`config.mk`:
```
export PLATFORM = sky130hd
export DESIGN_NAME = reg10_serial_tx
export DESIGN_NICKNAME = d
export VERILOG_FILES = /design/src/rtl/reg10_serial_tx.sv
export SDC_FILE = /design/constraint.sdc
export NUM_CORES = 1
export LEC_CHECK = 0
export CAP_MARGIN = 30
export CORE_MARGIN = 2
export CORE_UTILIZATION = 56
export CTS_BUF_LIST = sky130_fd_sc_hd__clkbuf_2
export DETAILED_ROUTE_END_ITERATION = 10
export HOLD_SLACK_MARGIN = 0.05
export PLACE_DENSITY = 0.86
export SYNTH_ARGS = -nofsm -noshare
export SYNTH_HDL_FRONTEND = slang
export SYNTH_SLANG_ARGS = --single-unit
```
`constraint.sdc`:
```
create_clock -name clk -period 3.1 [get_ports clk]
set_clock_uncertainty 0.1 [all_clocks]
set_input_delay 0.62 -clock clk [delete_from_list [all_inputs] [get_ports clk]]
set_output_delay 0.62 -clock clk [all_outputs]
set_load 0.02 [all_outputs]
```
`src/rtl/reg10_serial_tx.sv`:
```
// Parallel-in, serial-out transmitter: loads a WIDTH-bit word and drains it one
// bit per valid/ready transfer, pulsing done after the final bit.
module reg10_serial_tx #(
  parameter int WIDTH     = 10,
  parameter bit MSB_FIRST = 1'b1
) (
  input  logic             clk,
  input  logic             rst,
  input  logic             in_valid,
  input  logic [WIDTH-1:0] in_data,
  output logic             in_ready,
  output logic             ser_out,
  output logic             ser_valid,
  input  logic             ser_ready,
  output logic             ser_last,
  output logic             done
);

  localparam int CW = (WIDTH > 1) ? $clog2(WIDTH) : 1;
  localparam logic [CW-1:0] LAST_IDX = CW'(WIDTH - 1);

  typedef enum logic {
    IDLE  = 1'b0,
    SHIFT = 1'b1
  } state_t;

  state_t           state_r;
  logic [CW-1:0]    cnt_r;
  logic [WIDTH-1:0] shreg_r;

  // The bit at the output end of a word, for the configured bit order.
  function automatic logic out_bit(input logic [WIDTH-1:0] word);
    return MSB_FIRST ? word[WIDTH-1] : word[0];
  endfunction

  // Move the word one position toward the output end.
  function automatic logic [WIDTH-1:0] shift_word(input logic [WIDTH-1:0] word);
    return MSB_FIRST ? {word[WIDTH-2:0], 1'b0} : {1'b0, word[WIDTH-1:1]};
  endfunction

  // Controller, bit counter, shift register and all registered outputs.
  always_ff @(posedge clk or negedge rst) begin
    if (!rst) begin
      state_r   <= IDLE;
      cnt_r     <= '0;
      shreg_r   <= '0;
      ser_out   <= 1'b0;
      ser_valid <= 1'b0;
      ser_last  <= 1'b0;
      done      <= 1'b0;
      in_ready  <= 1'b0;
    end else begin
      done <= 1'b0;
      case (state_r)
        IDLE: begin
          // in_ready is held low out of reset until the first edge.
          if (in_ready && in_valid) begin
            state_r   <= SHIFT;
            shreg_r   <= in_data;
            cnt_r     <= '0;
            ser_out   <= out_bit(in_data);
            ser_valid <= 1'b1;
            ser_last  <= (LAST_IDX == '0);
            in_ready  <= 1'b0;
          end else begin
            in_ready  <= 1'b1;
            ser_valid <= 1'b0;
            ser_last  <= 1'b0;
            ser_out   <= 1'b0;
          end
        end
        SHIFT: begin
          if (ser_ready) begin
            if (cnt_r == LAST_IDX) begin
              state_r   <= IDLE;
              ser_valid <= 1'b0;
              ser_last  <= 1'b0;
              ser_out   <= 1'b0;
              done      <= 1'b1;
              in_ready  <= 1'b1;
            end else begin
              shreg_r  <= shift_word(shreg_r);
              ser_out  <= out_bit(shift_word(shreg_r));
              cnt_r    <= cnt_r + CW'(1);
              ser_last <= ((cnt_r + CW'(1)) == LAST_IDX);
            end
          end else begin
            state_r <= SHIFT;
          end
        end
        default: begin
          state_r   <= IDLE;
          cnt_r     <= '0;
          shreg_r   <= '0;
          ser_out   <= 1'b0;
          ser_valid <= 1'b0;
          ser_last  <= 1'b0;
          in_ready  <= 1'b0;
        end
      endcase
    end
  end

endmodule
```
==> out/metrics.yaml, run 1 <==
run_status:
  status: "finished clean"
finish:
  insertedDiodeCount: 0
  syn_to_final_growth_pct: 22.9
  final_nets: 117
  final_cells: 115
  drive_gt1_share_pct: 21.2
  num-fill-cells: 105
cts:
  ctsResizeCount: 0
  htreeDepth: 1
  cts_tree: "built"
  clkLatencyLatePin_ns: 0.30
  clock_sinks: 19
  root_buffer: "clkbuf_2"
  cts_setup_buffers: 0
  holdBufCountCts: 0
  clk_pin_slew_ns: 0.17
  cts_max_path_buffers: 2
  numCtsBuffers: 3
pwr:
  ir_drop_uv: 581
  power_mw: 0.970
  leakage_nw: 0.546
  p_per_area_nw_per_um2: 839
setup_path:
  cp-end-kind: "output pin"
  crit_type: "flop to output pin"
  cpPeakStageDelay_ns: 0.62
  reg2regPathDepth: 3
  cp_top_family: "buffers and inverters"
  crit_buf_inv: 1
  crit_chain: "clkdlybuf4s50_1"
  cp.depth: 1
  critPathArrivalTime_ns: 1.34
  crit_path_top_delay_cell: "clkdlybuf4s50_1"
  path_max_fanout: 3
  cp.required_ns: 2.38
  cp-start-kind: "flop"
global_route:
  grt_pass1_wl_microns: 2730
  grt_start_max_net_pins: 20
  track_usage_pct: 19.1
  grt_pass1_vias: 675
  gr-total-overflow: 0
  antenna_found_initial: 0
placement:
  place_ws_ns: 0.776
  io_buffers: 18
  dp_cells: 111
  hpwlAfterDp_microns: 1140
  gp_congestion: 0.829
yosys:
  synth-seq-cells: 19
  syn_avg_cell_area_sq_um: 12.1
  synth_top_area_share_pct: 50.5
  ys.warnings.count: 0
  yosys-top-cells-count: "dfrtp_1 (19), mux2_2 (14), inv_1 (7)"
  post-synth-top-count-cell: "dfrtp_1"
  syn_nets: 95
  synth_top_area_cell: "dfrtp_1"
  ys_types: 25
  synth_edf_count: 0
  netlist_instances: 78
  dominantRegCellSynth: "dfrtp_1"
  synthesis.area_sq_um: 941
  ys_seq_area_share_pct: 50.5
  async_flop_share_pct: 100
  synth_area_leaders: "dfrtp_1 (51%), mux2_2 (17%), mux2i_1 (4.3%)"
routing:
  vias: 644
  ant_nets: 0
  drt-met1-wl_microns: 668
  drt_iter0_drc: 3
  routed.top_layer: "met4"
  vias_per_cell: 5.60
  wl_met2_microns: 764
  drc: 0
  wl_per_cell_microns: 13.2
  drt_wl_total_microns: 1520
  first_pass_iters: 2
  dr_wl_met3_microns: 61
hold_path:
  hold_depth: 1
  min-delay-path-class: "flop to flop"
timing:
  relSlewSlack_pct: 43.6
  rsz0062_at_grt: "no"
  setup_ws_ns: 1.04
  worst-slew-pin-transition_ns: 0.843
  tns_ns: 0
  fin_crit_ns: 2.06
  hold_viol: 0
  finalCritPeriodShare_pct: 66.5
  slew_viol_final: 0
  fmax_mhz: 485
  setup_viol: 0
job:
  drv_cap: 0
die:
  die-area_sq_um: 2020
  io_pins: 19
  die_w_microns: 45.0
  fp.dieH_microns: 45.0
  initial_core_util_pct: 61.0
  rows: 14
  coreArea_sq_um: 1540
## registers in the layout (all words and copies together) (netlist names)
| register | count |
|---|---|
| ser_last | 1 |
| done | 1 |
| cnt_r | 4 |
| ser_valid | 1 |
| state_r | 1 |
| in_ready | 1 |
| ser_out | 1 |
| shreg_r | 9 |
## where the power goes
group | internal, mW | switching [mW] | total [mW]
Clock | 0.0342 | 0.0717 | 0.106
Sequential | 0.352 | 0.0882 | 0.440
Combinational | 0.244 | 0.179 | 0.423
## path summary, 6_finish.rpt
path                            start          to  slack [ns]
setup / recovery             in_ready    in_ready        1.04
hold / removal             shreg_r[6]  shreg_r[6]        0.43
setup reg to reg              state_r  shreg_r[4]        1.15
hold reg to reg            shreg_r[6]  shreg_r[6]        0.43
max in group asynchronous         rst    cnt_r[1]        1.70
min in group asynchronous         rst     state_r        0.67
## layer usage
| metal | GRT usage [%] | vias up |
|---|---|---|
| met5 | 0 | - |
| met4 | 12.4 | 0 |
| met3 | 3.20 | 4 |
| li1 | - | 316 |
| met2 | 32.6 | 15 |
| met1 | 21.9 | 309 |
## layout make-up
type / instances / area [sq um] / share of cell area, %
inverters: 7 / 26.3 / 2.27
well taps: 16 / 20.0 / 1.73
flip-flops and latches: 19 / 475 / 41.1
repair buffers: 18 / 180 / 15.6
clock buffers: 4 / 20.0 / 1.73
multi-input cells: 51 / 434 / 37.6
## cell families after synthesis
| logic type | share of synthesized area (%) |
|---|---|
| AND/OR/NAND/NOR | 10.1 |
| multiplexers | 21.0 |
| buffers and inverters | 3.32 |
| adder cells (fa/ha/maj) | 3.99 |
| XOR/XNOR | 1.86 |
| AO/OA/AOI/OAI | 9.18 |
| flip-flops | 50.5 |
## cell usage in the layout (no fill, tap or decap), types with 2 or more instances in the layout
cell / Yosys / routed
ha_1: 3 / 3
nand2_1: 5 / 5
inv_1: 7 / 7
nand3_1: 2 / 2
o211ai_1: 2 / 2
mux2_2: 14 / 14
mux2i_1: 4 / 4
dfrtp_1: 19 / 19
o21ai_0: 5 / 5
clkbuf_2: 0 / 4
clkdlybuf4s50_1: 0 / 18
nand3b_1: 2 / 2
## through the flow
stage	area (sq um)	hold slack, ns	util, %
after floorplan	941	0.224	-
after global placement	1140	0.388	73.7
after detailed placement	1140	0.395	73.7
after CTS	1160	0.432	75.0
after global routing	1160	0.455	75.0
final	1160	0.432	75.0
Note: power is estimated with default switching activity, not from simulation.
==> run 2: changes to the inputs <==
--- a/config.mk
+++ b/config.mk
@@ -7,11 +7,11 @@
 export LEC_CHECK = 0
 export CAP_MARGIN = 30
 export CORE_MARGIN = 2
-export CORE_UTILIZATION = 56
+export CORE_UTILIZATION = 52
 export CTS_BUF_LIST = sky130_fd_sc_hd__clkbuf_2
 export DETAILED_ROUTE_END_ITERATION = 10
 export HOLD_SLACK_MARGIN = 0.05
-export PLACE_DENSITY = 0.86
+export PLACE_DENSITY = 0.81
 export SYNTH_ARGS = -nofsm -noshare
 export SYNTH_HDL_FRONTEND = slang
 export SYNTH_SLANG_ARGS = --single-unit
==> constraint.sdc (replaced) <==
create_clock -name clk -period 2 [get_ports clk]
set_clock_uncertainty 0.1 [all_clocks]
set_input_delay 0.4 -clock clk [delete_from_list [all_inputs] [get_ports clk]]
set_output_delay 0.4 -clock clk [all_outputs]
set_load 0.02 [all_outputs]
==> run 2 against run 1 <==
Compared with the run above:
- die area grew 7.0%
- largest cell class unchanged
- worst hold slack lost 0.11 ns
- sequential power grew 52%
- final cell count grew 13%
- global-route usage grew 0.79 points
- register-to-register slack lost 0.95 ns
- first-iteration DRC count grew 100%
==> out/metrics.yaml, run 2 (same netlist as run 1, synthesis figures left out) <==
routing:
  wl_per_cell_microns: 13.1
  first_pass_iters: 3
  drt_wl_total_microns: 1700
  vias_per_cell: 5.23
  ant_nets: 0
  drt_iter0_drc: 6
  vias: 680
  drc: 0
die:
  rows: 15
  die-area_sq_um: 2170
  io_pins: 19
  coreArea_sq_um: 1710
  die_w_microns: 46.5
  initial_core_util_pct: 55.1
  fp.dieH_microns: 46.5
finish:
  syn_to_final_growth_pct: 28.9
  layout_common_cells: "dfrtp_1 (19), clkdlybuf4s50_1 (18), mux2_2 (14)"
  final_area_sq_um: 1210
  final_common_cell: "dfrtp_1"
  num-fill-cells: 126
  drive_gt1_share_pct: 25.7
  fin_util_pct: 71.0
  final_nets: 123
  largest_reg_flops: 9
  insertedDiodeCount: 0
  largestRegisters: "shreg_r: 9 flops, cnt_r: 4 flops"
  top_register: "shreg_r"
cts:
  cts_setup_buffers: 0
  clock_sinks: 19
  root_buffer: "clkbuf_2"
  cts_tree: "built"
  clkLatencyLatePin_ns: 0.29
  holdBufCountCts: 0
  clk_pin_slew_ns: 0.17
  ctsResizeCount: 0
  htreeDepth: 1
  numCtsBuffers: 3
  cts_max_path_buffers: 2
pwr:
  leakage_nw: 0.574
  power_mw: 1.55
  ir_drop_uv: 725
  p_per_area_nw_per_um2: 1280
setup_path:
  rr_endpoint: "shreg_r[5]"
  r2r-start: "cnt_r[0]"
  critPathArrivalTime_ns: 1.33
  crit_chain: "clkdlybuf4s50_1"
  cp.required_ns: 1.50
  cp_top_family: "buffers and inverters"
  crit_buf_inv: 1
  reg2reg_slack_ns: 0.20
  crit_path_top_delay_cell: "clkdlybuf4s50_1"
  path_max_fanout: 3
  cpPeakStageDelay_ns: 0.62
  cp-end-kind: "output pin"
  cp-start-kind: "flop"
  crit_type: "flop to output pin"
  reg2regPathDepth: 4
timing:
  fmax_mhz: 546
  hold_viol: 0
  rsz0062_at_grt: "no"
  finalCritPeriodShare_pct: 91.6
  relSlewSlack_pct: 79.2
  setup_viol: 0
  fin_crit_ns: 1.83
  tns_ns: 0
  worst-slew-pin-transition_ns: 0.308
  whs_ns: 0.325
  slew_viol_final: 0
run_status:
  status: "finished clean"
global_route:
  antenna_found_initial: 0
  grt_start_max_net_pins: 20
  grt_pass1_wl_microns: 2940
  gr-total-overflow: 0
  grt_pass1_vias: 696
  track_usage_pct: 19.9
placement:
  placed_area_sq_um: 1190
  gp_congestion: 0.798
  hpwlAfterDp_microns: 1280
  io_buffers: 18
job:
  drv_cap: 0
hold_path:
  min-delay-path-class: "input pin to async pin"
## run 2: cell count changes in the layout (fill, tap and decap cells not counted), sizes merged
cell / previous run / this run
buf: 0 / 6
## run 2: through the flow
step	setup WS [ns]	std cells
CTS	0.147	130
global placement	0.0766	126
finish	0.168	130
global route	0.0655	130
detailed placement	0.0404	126
floorplan	0.308	78
## run 2: routing by layer
layer  part of all wire, %  wire length, microns  GRT usage (%)
met1                    44                   750           23.9
met2                    50                   846           31.9
met3                   5.5                    93           5.49
met4                  0.82                    14           10.9
met5                     0                     0              0
## run 2: where the power goes
group          switching (mW)  leakage (nW)  internal, mW
logic                   0.309         0.321         0.407
registers               0.121         0.236         0.546
clock network           0.113        0.0166        0.0530
total                   0.543         0.574          1.01
## run 2: cell type report
class / count / area, sq um / share of cell area (%)
Sequential cell: 19 / 475 / 39.2
Multi-Input combinational cell: 51 / 434 / 35.8
Clock buffer: 4 / 20.0 / 1.65
Timing Repair Buffer: 24 / 225 / 18.6
Inverter: 7 / 26.3 / 2.17
Tap cell: 25 / 31.3 / 2.58
## run 2: worst max-delay path by stage
stage                    from  depth (start not counted)  slack [ns]         end
floorplan            cnt_r[0]                          4        0.31  shreg_r[1]
global placement    ser_ready                          4        0.08  shreg_r[7]
detailed placement  ser_ready                          4        0.04  shreg_r[5]
CTS                  in_ready                          1        0.15    in_ready
global route         in_ready                          1        0.07    in_ready
finish               in_ready                          1        0.17    in_ready
==> run 3: changes to the inputs <==
--- a/config.mk
+++ b/config.mk
@@ -10,6 +10,8 @@
 export CORE_UTILIZATION = 52
 export CTS_BUF_LIST = sky130_fd_sc_hd__clkbuf_2
 export DETAILED_ROUTE_END_ITERATION = 10
+export GPL_ROUTABILITY_DRIVEN = 0
+export GPL_TIMING_DRIVEN = 0
 export HOLD_SLACK_MARGIN = 0.05
 export PLACE_DENSITY = 0.81
 export SYNTH_ARGS = -nofsm -noshare
==> run 3 against run 2 <==
Compared with the run above:
- highest routed layer unchanged
- critical endpoint is now shreg_r[1]
- global-route usage down 2.7 points
- first-iteration DRC count fell by 17%
- count of clock-buffer cells in the layout did not move
- clock power about the same
- sequential power decreased by 1%
- worst hold slack improved by 0.10 ns
- cell area down 3.3%
- final cell count shrank 3.8%
- register-to-register slack lost 0.03 ns
- total power decreased by 2.1%
==> out/metrics.yaml, run 3 (same netlist as run 1, synthesis figures left out) <==
cts:
  cts_max_path_buffers: 2
  ctsResizeCount: 0
  clkLatencyLatePin_ns: 0.30
  clk_pin_slew_ns: 0.17
  cts_setup_buffers: 0
  clock_sinks: 19
  root_buffer: "clkbuf_2"
  htreeDepth: 1
  cts_tree: "built"
  numCtsBuffers: 3
  holdBufCountCts: 0
die:
  coreArea_sq_um: 1710
  die_w_microns: 46.5
  initial_core_util_pct: 55.1
  rows: 15
  io_pins: 19
  die-area_sq_um: 2170
  fp.dieH_microns: 46.5
finish:
  seq_area_sq_um: 475
  layout_common_cells: "dfrtp_1 (19), clkdlybuf4s50_1 (18), mux2_2 (14)"
  final_nets: 118
  largestRegisters: "shreg_r: 9 flops, cnt_r: 4 flops"
  syn_to_final_growth_pct: 24.6
  largest_reg_flops: 9
  drive_gt1_share_pct: 22.0
  multi_input_area_sq_um: 434
  insertedDiodeCount: 0
  final_common_cell: "dfrtp_1"
  top_register: "shreg_r"
  num-fill-cells: 134
routing:
  drt_wl_total_microns: 1550
  ant_nets: 0
  drt_iter0_drc: 5
  wl_per_cell_microns: 12.4
  vias_per_cell: 5.31
  first_pass_iters: 4
  drc: 0
  vias: 664
setup_path:
  path_max_fanout: 10
  cp-start-kind: "flop"
  cp-end-kind: "flop"
  rr_endpoint: "shreg_r[1]"
  reg2regPathDepth: 4
  crit_type: "flop to flop"
  cp.required_ns: 2.11
  critPathArrivalTime_ns: 1.94
  r2r-start: "cnt_r[0]"
  reg2reg_slack_ns: 0.17
timing:
  rsz0062_at_grt: "no"
  slew_viol_final: 0
  relSlewSlack_pct: 43.9
  hold_viol: 0
  finalCritPeriodShare_pct: 91.6
  setup_ws_ns: 0.168
  worst-slew-pin-transition_ns: 0.838
  fin_crit_ns: 1.83
  setup_viol: 0
  fmax_mhz: 546
  tns_ns: 0
global_route:
  grt_pass1_vias: 635
  antenna_found_initial: 0
  gr-total-overflow: 0
  grt_start_max_net_pins: 20
  grt_pass1_wl_microns: 2590
  track_usage_pct: 17.2
hold_path:
  min-delay-path-class: "flop to flop"
  hold_depth: 1
  hold_start: "shreg_r[5]"
  hold_path_end: "shreg_r[5]"
placement:
  hpwlAfterDp_microns: 1180
  io_buffers: 18
  place_ws_ns: -0.119
pwr:
  ir_drop_uv: 767
  leakage_nw: 0.549
  p_per_area_nw_per_um2: 1290
run_status:
  status: "finished clean"
job:
  drv_cap: 0
## run 3: cell count changes in the layout (fill, tap and decap cells not counted)
cell,change
buf_4,-6
buf_2,+1
## run 3: power breakdown
| part | switching (mW) | internal (mW) | leakage, nW |
|---|---|---|---|
| Sequential | 0.114 | 0.546 | 0.236 |
| Clock | 0.113 | 0.0530 | 0.0166 |
| Combinational | 0.307 | 0.384 | 0.296 |
| Total | 0.533 | 0.984 | 0.549 |
## run 3: final cells by class
type | instances | area share [%]
Buffer | 1 | 0.427
Clock buffer | 4 | 1.71
Inverter | 7 | 2.24
Multi-Input combinational cell | 51 | 37.0
Sequential cell | 19 | 40.6
Tap cell | 25 | 2.67
Timing Repair Buffer | 18 | 15.4
## run 3: worst max path at each step
stage | depth (start not counted) | end | from
after floorplan | 4 | shreg_r[1] | cnt_r[0]
after global placement | 4 | shreg_r[2] | ser_ready
after detailed placement | 4 | shreg_r[1] | ser_ready
after CTS | 4 | shreg_r[1] | cnt_r[0]
after global routing | 4 | shreg_r[5] | cnt_r[0]
final | 4 | shreg_r[1] | cnt_r[0]
## run 3: per-stage QoR
stage	power (mW)	cells	util [%]	hold WS (ns)	area, sq um
after floorplan	1.16	78	-	0.00441	941
after detailed placement	1.37	121	67.5	0.393	1150
after global placement	1.34	121	67.5	0.384	1150
after CTS	1.53	125	68.6	0.429	1170
after global routing	1.63	125	68.6	0.441	1170
final	1.52	125	68.6	0.426	1170
## run 3: worst max-delay path, cell delays in order (launching register included)
cell,delay [ns]
dfrtp_1,0.46
ha_1,0.23
and3b_1,0.24
o21ai_4,0.33
mux2_2,0.38
## run 3: routing by layer
layer  track usage (%)  routed length (microns)  vias up
li1                  -                        -      316
met1              20.0                      694      323
met2              29.2                      734       20
met3              3.14                       88        5
met4              10.3                       29        0
met5                 0                        0        -
